### src/rtl/alu_op_sequencer_pkg.sv
// ============================================================================
// Module   : alu_op_sequencer_pkg
// Brief    : Shared state encoding, ALU control codes and default widths
// Revision : 1.0
// ============================================================================
`default_nettype none

package alu_op_sequencer_pkg;

  typedef enum logic [2:0] {
    ST_IDLE   = 3'd0,
    ST_LOAD_A = 3'd1,
    ST_LOAD_B = 3'd2,
    ST_EXEC   = 3'd3,
    ST_WRITE  = 3'd4,
    ST_DONE   = 3'd5
  } seq_state_t;

  localparam logic [2:0] c_ALU_AND = 3'b000;
  localparam logic [2:0] c_ALU_OR  = 3'b001;
  localparam logic [2:0] c_ALU_ADD = 3'b010;
  localparam logic [2:0] c_ALU_SUB = 3'b110;
  localparam logic [2:0] c_ALU_SLT = 3'b111;

  localparam int c_DEF_WIDTH  = 32;
  localparam int c_DEF_CTRL_W = 3;
  localparam int c_DEF_CNT_W  = 16;

endpackage

`default_nettype wire

### src/rtl/alu_op_sequencer_seq_ce_reg.sv
// ============================================================================
// Module   : seq_ce_reg
// Brief    : Clock-enabled register with asynchronous active-high clear
// Revision : 1.0
// ============================================================================
`default_nettype none

module seq_ce_reg
  import alu_op_sequencer_pkg::*;
#(
  parameter int WIDTH = c_DEF_WIDTH
) (
  input  logic             clk,
  input  logic             rst,
  input  logic             i_ce,
  input  logic [WIDTH-1:0] i_d,
  output logic [WIDTH-1:0] o_q
);

  logic [WIDTH-1:0] r_q;

  always_ff @(posedge clk or posedge rst) begin
    if (rst) begin
      r_q <= '0;
    end else if (i_ce) begin
      r_q <= i_d;
    end
  end

  assign o_q = r_q;

endmodule

`default_nettype wire

### src/rtl/alu_op_sequencer.sv
// ============================================================================
// Module   : alu_op_sequencer
// Brief    : Six-state sequencer driving operand/result register enables
//            around an external combinational ALU. Option: ALU_SEQ_ACCUM_EN
//            adds an accum input that chains the previous result into A.
// Revision : 1.0
// ============================================================================
`default_nettype none

module alu_op_sequencer
  import alu_op_sequencer_pkg::*;
#(
  parameter int WIDTH  = c_DEF_WIDTH,
  parameter int CTRL_W = c_DEF_CTRL_W,
  parameter int CNT_W  = c_DEF_CNT_W
) (
  input  logic              clk,
  input  logic              rst,
  input  logic              start,
  input  logic [WIDTH-1:0]  op_a,
  input  logic [WIDTH-1:0]  op_b,
  input  logic [CTRL_W-1:0] alu_ctrl,
`ifdef ALU_SEQ_ACCUM_EN
  input  logic              accum,
`endif
  input  logic [WIDTH-1:0]  alu_res,
  input  logic              alu_zero,
  output logic [WIDTH-1:0]  alu_a,
  output logic [WIDTH-1:0]  alu_b,
  output logic [CTRL_W-1:0] alu_ctrl_q,
  output logic [WIDTH-1:0]  result,
  output logic              zero_q,
  output logic              busy,
  output logic              done,
  output logic [CNT_W-1:0]  op_count
);

  seq_state_t       r_state;
  seq_state_t       w_next;
  logic             w_ce_a;
  logic             w_ce_b;
  logic             w_ce_r;
  logic [WIDTH-1:0] w_a_d;
  logic [CNT_W-1:0] r_op_count;
  logic             r_zero;

  always_ff @(posedge clk or posedge rst) begin
    if (rst) begin
      r_state <= ST_IDLE;
    end else begin
      r_state <= w_next;
    end
  end

  always_comb begin
    w_next = r_state;
    w_ce_a = 1'b0;
    w_ce_b = 1'b0;
    w_ce_r = 1'b0;
    case (r_state)
      ST_IDLE:   if (start) w_next = ST_LOAD_A;
      ST_LOAD_A: begin
        w_ce_a = 1'b1;
        w_next = ST_LOAD_B;
      end
      ST_LOAD_B: begin
        w_ce_b = 1'b1;
        w_next = ST_EXEC;
      end
      // ALU settles on the freshly loaded operands; nothing is captured here.
      ST_EXEC:   w_next = ST_WRITE;
      ST_WRITE: begin
        w_ce_r = 1'b1;
        w_next = ST_DONE;
      end
      ST_DONE:   w_next = ST_IDLE;
      default:   w_next = ST_IDLE;
    endcase
  end

`ifdef ALU_SEQ_ACCUM_EN
  logic r_accum;

  // accum is only meaningful at the edge that accepts start.
  always_ff @(posedge clk or posedge rst) begin
    if (rst) begin
      r_accum <= 1'b0;
    end else if ((r_state == ST_IDLE) && start) begin
      r_accum <= accum;
    end
  end

  assign w_a_d = r_accum ? result : op_a;
`else
  assign w_a_d = op_a;
`endif

  seq_ce_reg #(.WIDTH(WIDTH)) u_reg_a (
    .clk  (clk),
    .rst  (rst),
    .i_ce (w_ce_a),
    .i_d  (w_a_d),
    .o_q  (alu_a)
  );

  seq_ce_reg #(.WIDTH(WIDTH)) u_reg_b (
    .clk  (clk),
    .rst  (rst),
    .i_ce (w_ce_b),
    .i_d  (op_b),
    .o_q  (alu_b)
  );

  seq_ce_reg #(.WIDTH(CTRL_W)) u_reg_ctrl (
    .clk  (clk),
    .rst  (rst),
    .i_ce (w_ce_b),
    .i_d  (alu_ctrl),
    .o_q  (alu_ctrl_q)
  );

  seq_ce_reg #(.WIDTH(WIDTH)) u_reg_res (
    .clk  (clk),
    .rst  (rst),
    .i_ce (w_ce_r),
    .i_d  (alu_res),
    .o_q  (result)
  );

  always_ff @(posedge clk or posedge rst) begin
    if (rst) begin
      r_zero     <= 1'b0;
      r_op_count <= '0;
    end else if (w_ce_r) begin
      r_zero     <= alu_zero;
      r_op_count <= r_op_count + {{(CNT_W-1){1'b0}}, 1'b1};
    end
  end

  assign zero_q   = r_zero;
  assign op_count = r_op_count;
  assign busy     = (r_state != ST_IDLE);
  assign done     = (r_state == ST_DONE);

endmodule

`default_nettype wire

### config.mk
export PLATFORM = sky130hd
export DESIGN_NAME = alu_op_sequencer
export DESIGN_NICKNAME = d
export VERILOG_FILES = /design/src/rtl/alu_op_sequencer_pkg.sv /design/src/rtl/alu_op_sequencer_seq_ce_reg.sv /design/src/rtl/alu_op_sequencer.sv
export SDC_FILE = /design/constraint.sdc
export NUM_CORES = 1
export LEC_CHECK = 0
export ABC_AREA = 1
export ABC_CLOCK_PERIOD_IN_PS = 4300
export CORE_MARGIN = 8
export CORE_UTILIZATION = 36
export DETAILED_ROUTE_END_ITERATION = 12
export GPL_TIMING_DRIVEN = 1
export PLACE_DENSITY = 0.85
export REMOVE_ABC_BUFFERS = 1
export SLEW_MARGIN = 40
export SYNTH_ARGS = -nofsm -noshare
export SYNTH_HDL_FRONTEND = slang
export SYNTH_SLANG_ARGS = --single-unit
### constraint.sdc
create_clock -name clk -period 4.3 [get_ports clk]
set_input_delay 1.29 -clock clk [delete_from_list [all_inputs] [get_ports clk]]
set_output_delay 1.29 -clock clk [all_outputs]
set_load 0.01 [all_outputs]
==> reports/results.tsv <==
stage	metric	value	unit
clocking	cts_buffers	17	
die	dieArea	17300	sq um
layout	antennaDiodeCount	0	
clocking	cts-root-buf	clkbuf_16	
route	drt_iter0_markers	217	
clocking	post_cts_buffers	0	
status	run_status	completed	
placed_design	globalplace.congestion	0.7854	
die	die_y	131.5	microns
layout	nets	798	
layout	finish.utilization	59.41	%
global_route	grt_pass1_wl	22160	microns
sta	skew	7.552	ps
worst_hold_path	min_from	u_reg_a.o_q[26]	
sta	period_needed	3289	ps
power	ir_drop	0.3829	mV
sta	slew_headroom	54.58	%
setup_path	crit_arrival	2000	ps
clocking	cts-htree-levels	4	
clocking	ctsHoldBuffers	0	
clocking	cts_tree	done	
global_route	gr-total-overflow	0	
sta	drv_slew	0	
global_route	use_met3	6.784	%
clocking	cts_resized	0	
sta	worst_pin_slew	681.3	ps
route	post_drt_wl_per_cell	15.60	microns
global_route	met2_usage	27.16	%
layout	syn2layout_area_growth	62.41	%
die	start_util	36.58	%
setup_path	path_max_fanout	37	
layout	final_cell_mix	220 x clkdlybuf4s50_1, 136 x nand2_1, 119 x dfrtp_1	
placed_design	hpwlAfterDp	10300	microns
layout	layout-drive-gt1-share	11.17	%
global_route	grt_pass1_vias	4206	
power	power	0.005716	W
global_route	grt_util_met1	16.98	%
route	ant_nets	0	
synth	ys_ff_latch	119	
clocking	clock_latency	400	ps
die	die_w	131.5	microns
global_route	grt_start_max_net_pins	72	
clocking	cts_max_path_buffers	2	
route	vias_per_cell	4.548	
setup_path	startpoint	r_state[2]	
power	p_leak	3.696	nW
sta	holdWs	469.6	ps
die	ioPinCount	221	
setup_path	criticalPathCategory	reg2out	
synth	syn-cell-area	4806	sq um
synth	yosysTopAreaCellShare	61.96	%
die	rows	42	
synth	synth_top_cells_by_area	dfrtp_1 62%, nand2_1 11%, mux2_2 5.6%	
synth	ys_seq_area_share	61.96	%
die	coreArea	13140	sq um
global_route	antenna_found_initial	0	
synth	synthCells	470	
sta	finalSetupViolCount	0	
sta	fmax	304.0	MHz
sta	rsz0062_at_grt	no	
global_route	grt.busiest_layer	met2	
clocking	cts_num_sinks	119	
route	dr.pass1.iters	4	
placed_design	port_buffers	220	
route	drc	0	
layout	final_common_cell	clkdlybuf4s50_1	
synth	syn-mean-instance-area	10.23	sq um
setup_path	required	3010	ps
setup_path	end_kind	output port	
synth	ys_types	23	
synth	ys_warn_count	0	
layout	fillers	1097	
route	vias	4016	
setup_path	cp-start-kind	register	
setup_path	rr_startpoint	r_state[2]	
clocking	clk_pin_slew	50	ps
sta	hold_viol_final	0	
power	power_density	732.4	nW/um^2
synth	synth.largest_area_cell	dfrtp_1	
run	maxCapViolations	0	
worst_hold_path	hold_class	reg2reg	
route	totalWireLength	13780	microns
sta	min_period_over_period	76.49	%
global_route	grt.total_usage	15.93	%
==> cells by family after synthesis <==
| family | share of synthesized area [%] |
|---|---|
| AO/OA/AOI/OAI | 3.853 |
| AND/OR/NAND/NOR | 17.63 |
| XOR/XNOR | 1.458 |
| multiplexers | 8.748 |
| adder cells (fa/ha/maj) | 0.2603 |
| flip-flops | 61.96 |
| buffers and inverters | 6.092 |
==> worst max-delay path, stage by stage, from the launching register on <==
cell and delay, ps:
dfrtp_1 430, inv_2 490, nand2_1 150, clkdlybuf4s50_1 520
==> layout make-up <==
| class | count | area [sq um] | area share [%] |
|---|---|---|---|
| clock buffers | 24 | 501.7 | 6.428 |
| clock inverters | 8 | 117.6 | 1.507 |
| inverters | 52 | 197.7 | 2.533 |
| multi-input cells | 279 | 1550 | 19.86 |
| flip-flops and latches | 119 | 2978 | 38.15 |
| well taps | 176 | 220.2 | 2.821 |
| repair buffers | 225 | 2240 | 28.70 |
==> metrics by stage <==
stage / setup slack, ps / TNS [ps] / area (sq um) / instances
after floorplan: -147.5 / -17550 / 4708 / 450
after global placement: 1487 / 0 / 7178 / 851
after detailed placement: 1416 / 0 / 7186 / 851
after CTS: 984.1 / 0 / 7805 / 883
after global routing: 885.4 / 0 / 7805 / 883
final: 1011 / 0 / 7805 / 883
==> state kept, by name, summed over array words and instances (netlist names) <==
signal	cells
u_reg_res.o_q	32
r_state	3
u_reg_b.o_q	32
u_reg_ctrl.o_q	3
op_count	16
u_reg_a.o_q	32
zero_q	1
==> synthesized netlist by cell type <==
| cell | n |
|---|---|
| nand2_1 | 138 |
| dfrtp_1 | 119 |
| inv_1 | 51 |
| nand3_1 | 43 |
| o21ai_0 | 36 |
| mux2_2 | 24 |
| mux2_4 | 10 |
| clkbuf_1 | 8 |
| buf_2 | 6 |
| nor2_1 | 6 |
| xnor2_1 | 5 |
| buf_1 | 4 |
| nand3b_1 | 3 |
| nand4_1 | 3 |
| xor2_1 | 3 |
| buf_6 | 2 |
| nor2_2 | 2 |
| nor2_4 | 2 |
| a21oi_1 | 1 |
| ha_1 | 1 |
| inv_2 | 1 |
| nor3_1 | 1 |
| nor3_2 | 1 |
==> final timing paths <==
check | end | slack [ps] | cells past startpoint
max | busy | 1010 | 3
min | u_reg_a.o_q[26] | 470 | 2
max reg2reg | u_reg_a.o_q[22] | 2460 | 4
min reg2reg | u_reg_a.o_q[26] | 470 | 2
max in group asynchronous | u_reg_b.o_q[19] | 2100 | 3
min in group asynchronous | u_reg_res.o_q[3] | 1350 | 2
==> metal layers <==
| metal | share of wire (%) | wire [microns] |
|---|---|---|
| met1 | 38 | 5291 |
| met3 | 8.4 | 1152 |
| met2 | 51 | 7041 |
| met5 | 0 | 0 |
| met4 | 2.1 | 291 |
==> where the power goes <==
| part | switching, W | leakage, nW | internal (W) |
|---|---|---|---|
| combinational | 0.00104 | 1.93 | 0.00129 |
| clock | 0.000480 | 0.306 | 0.000985 |
| sequential | 0.000290 | 1.46 | 0.00163 |
Power figures use the tool's default switching activity.
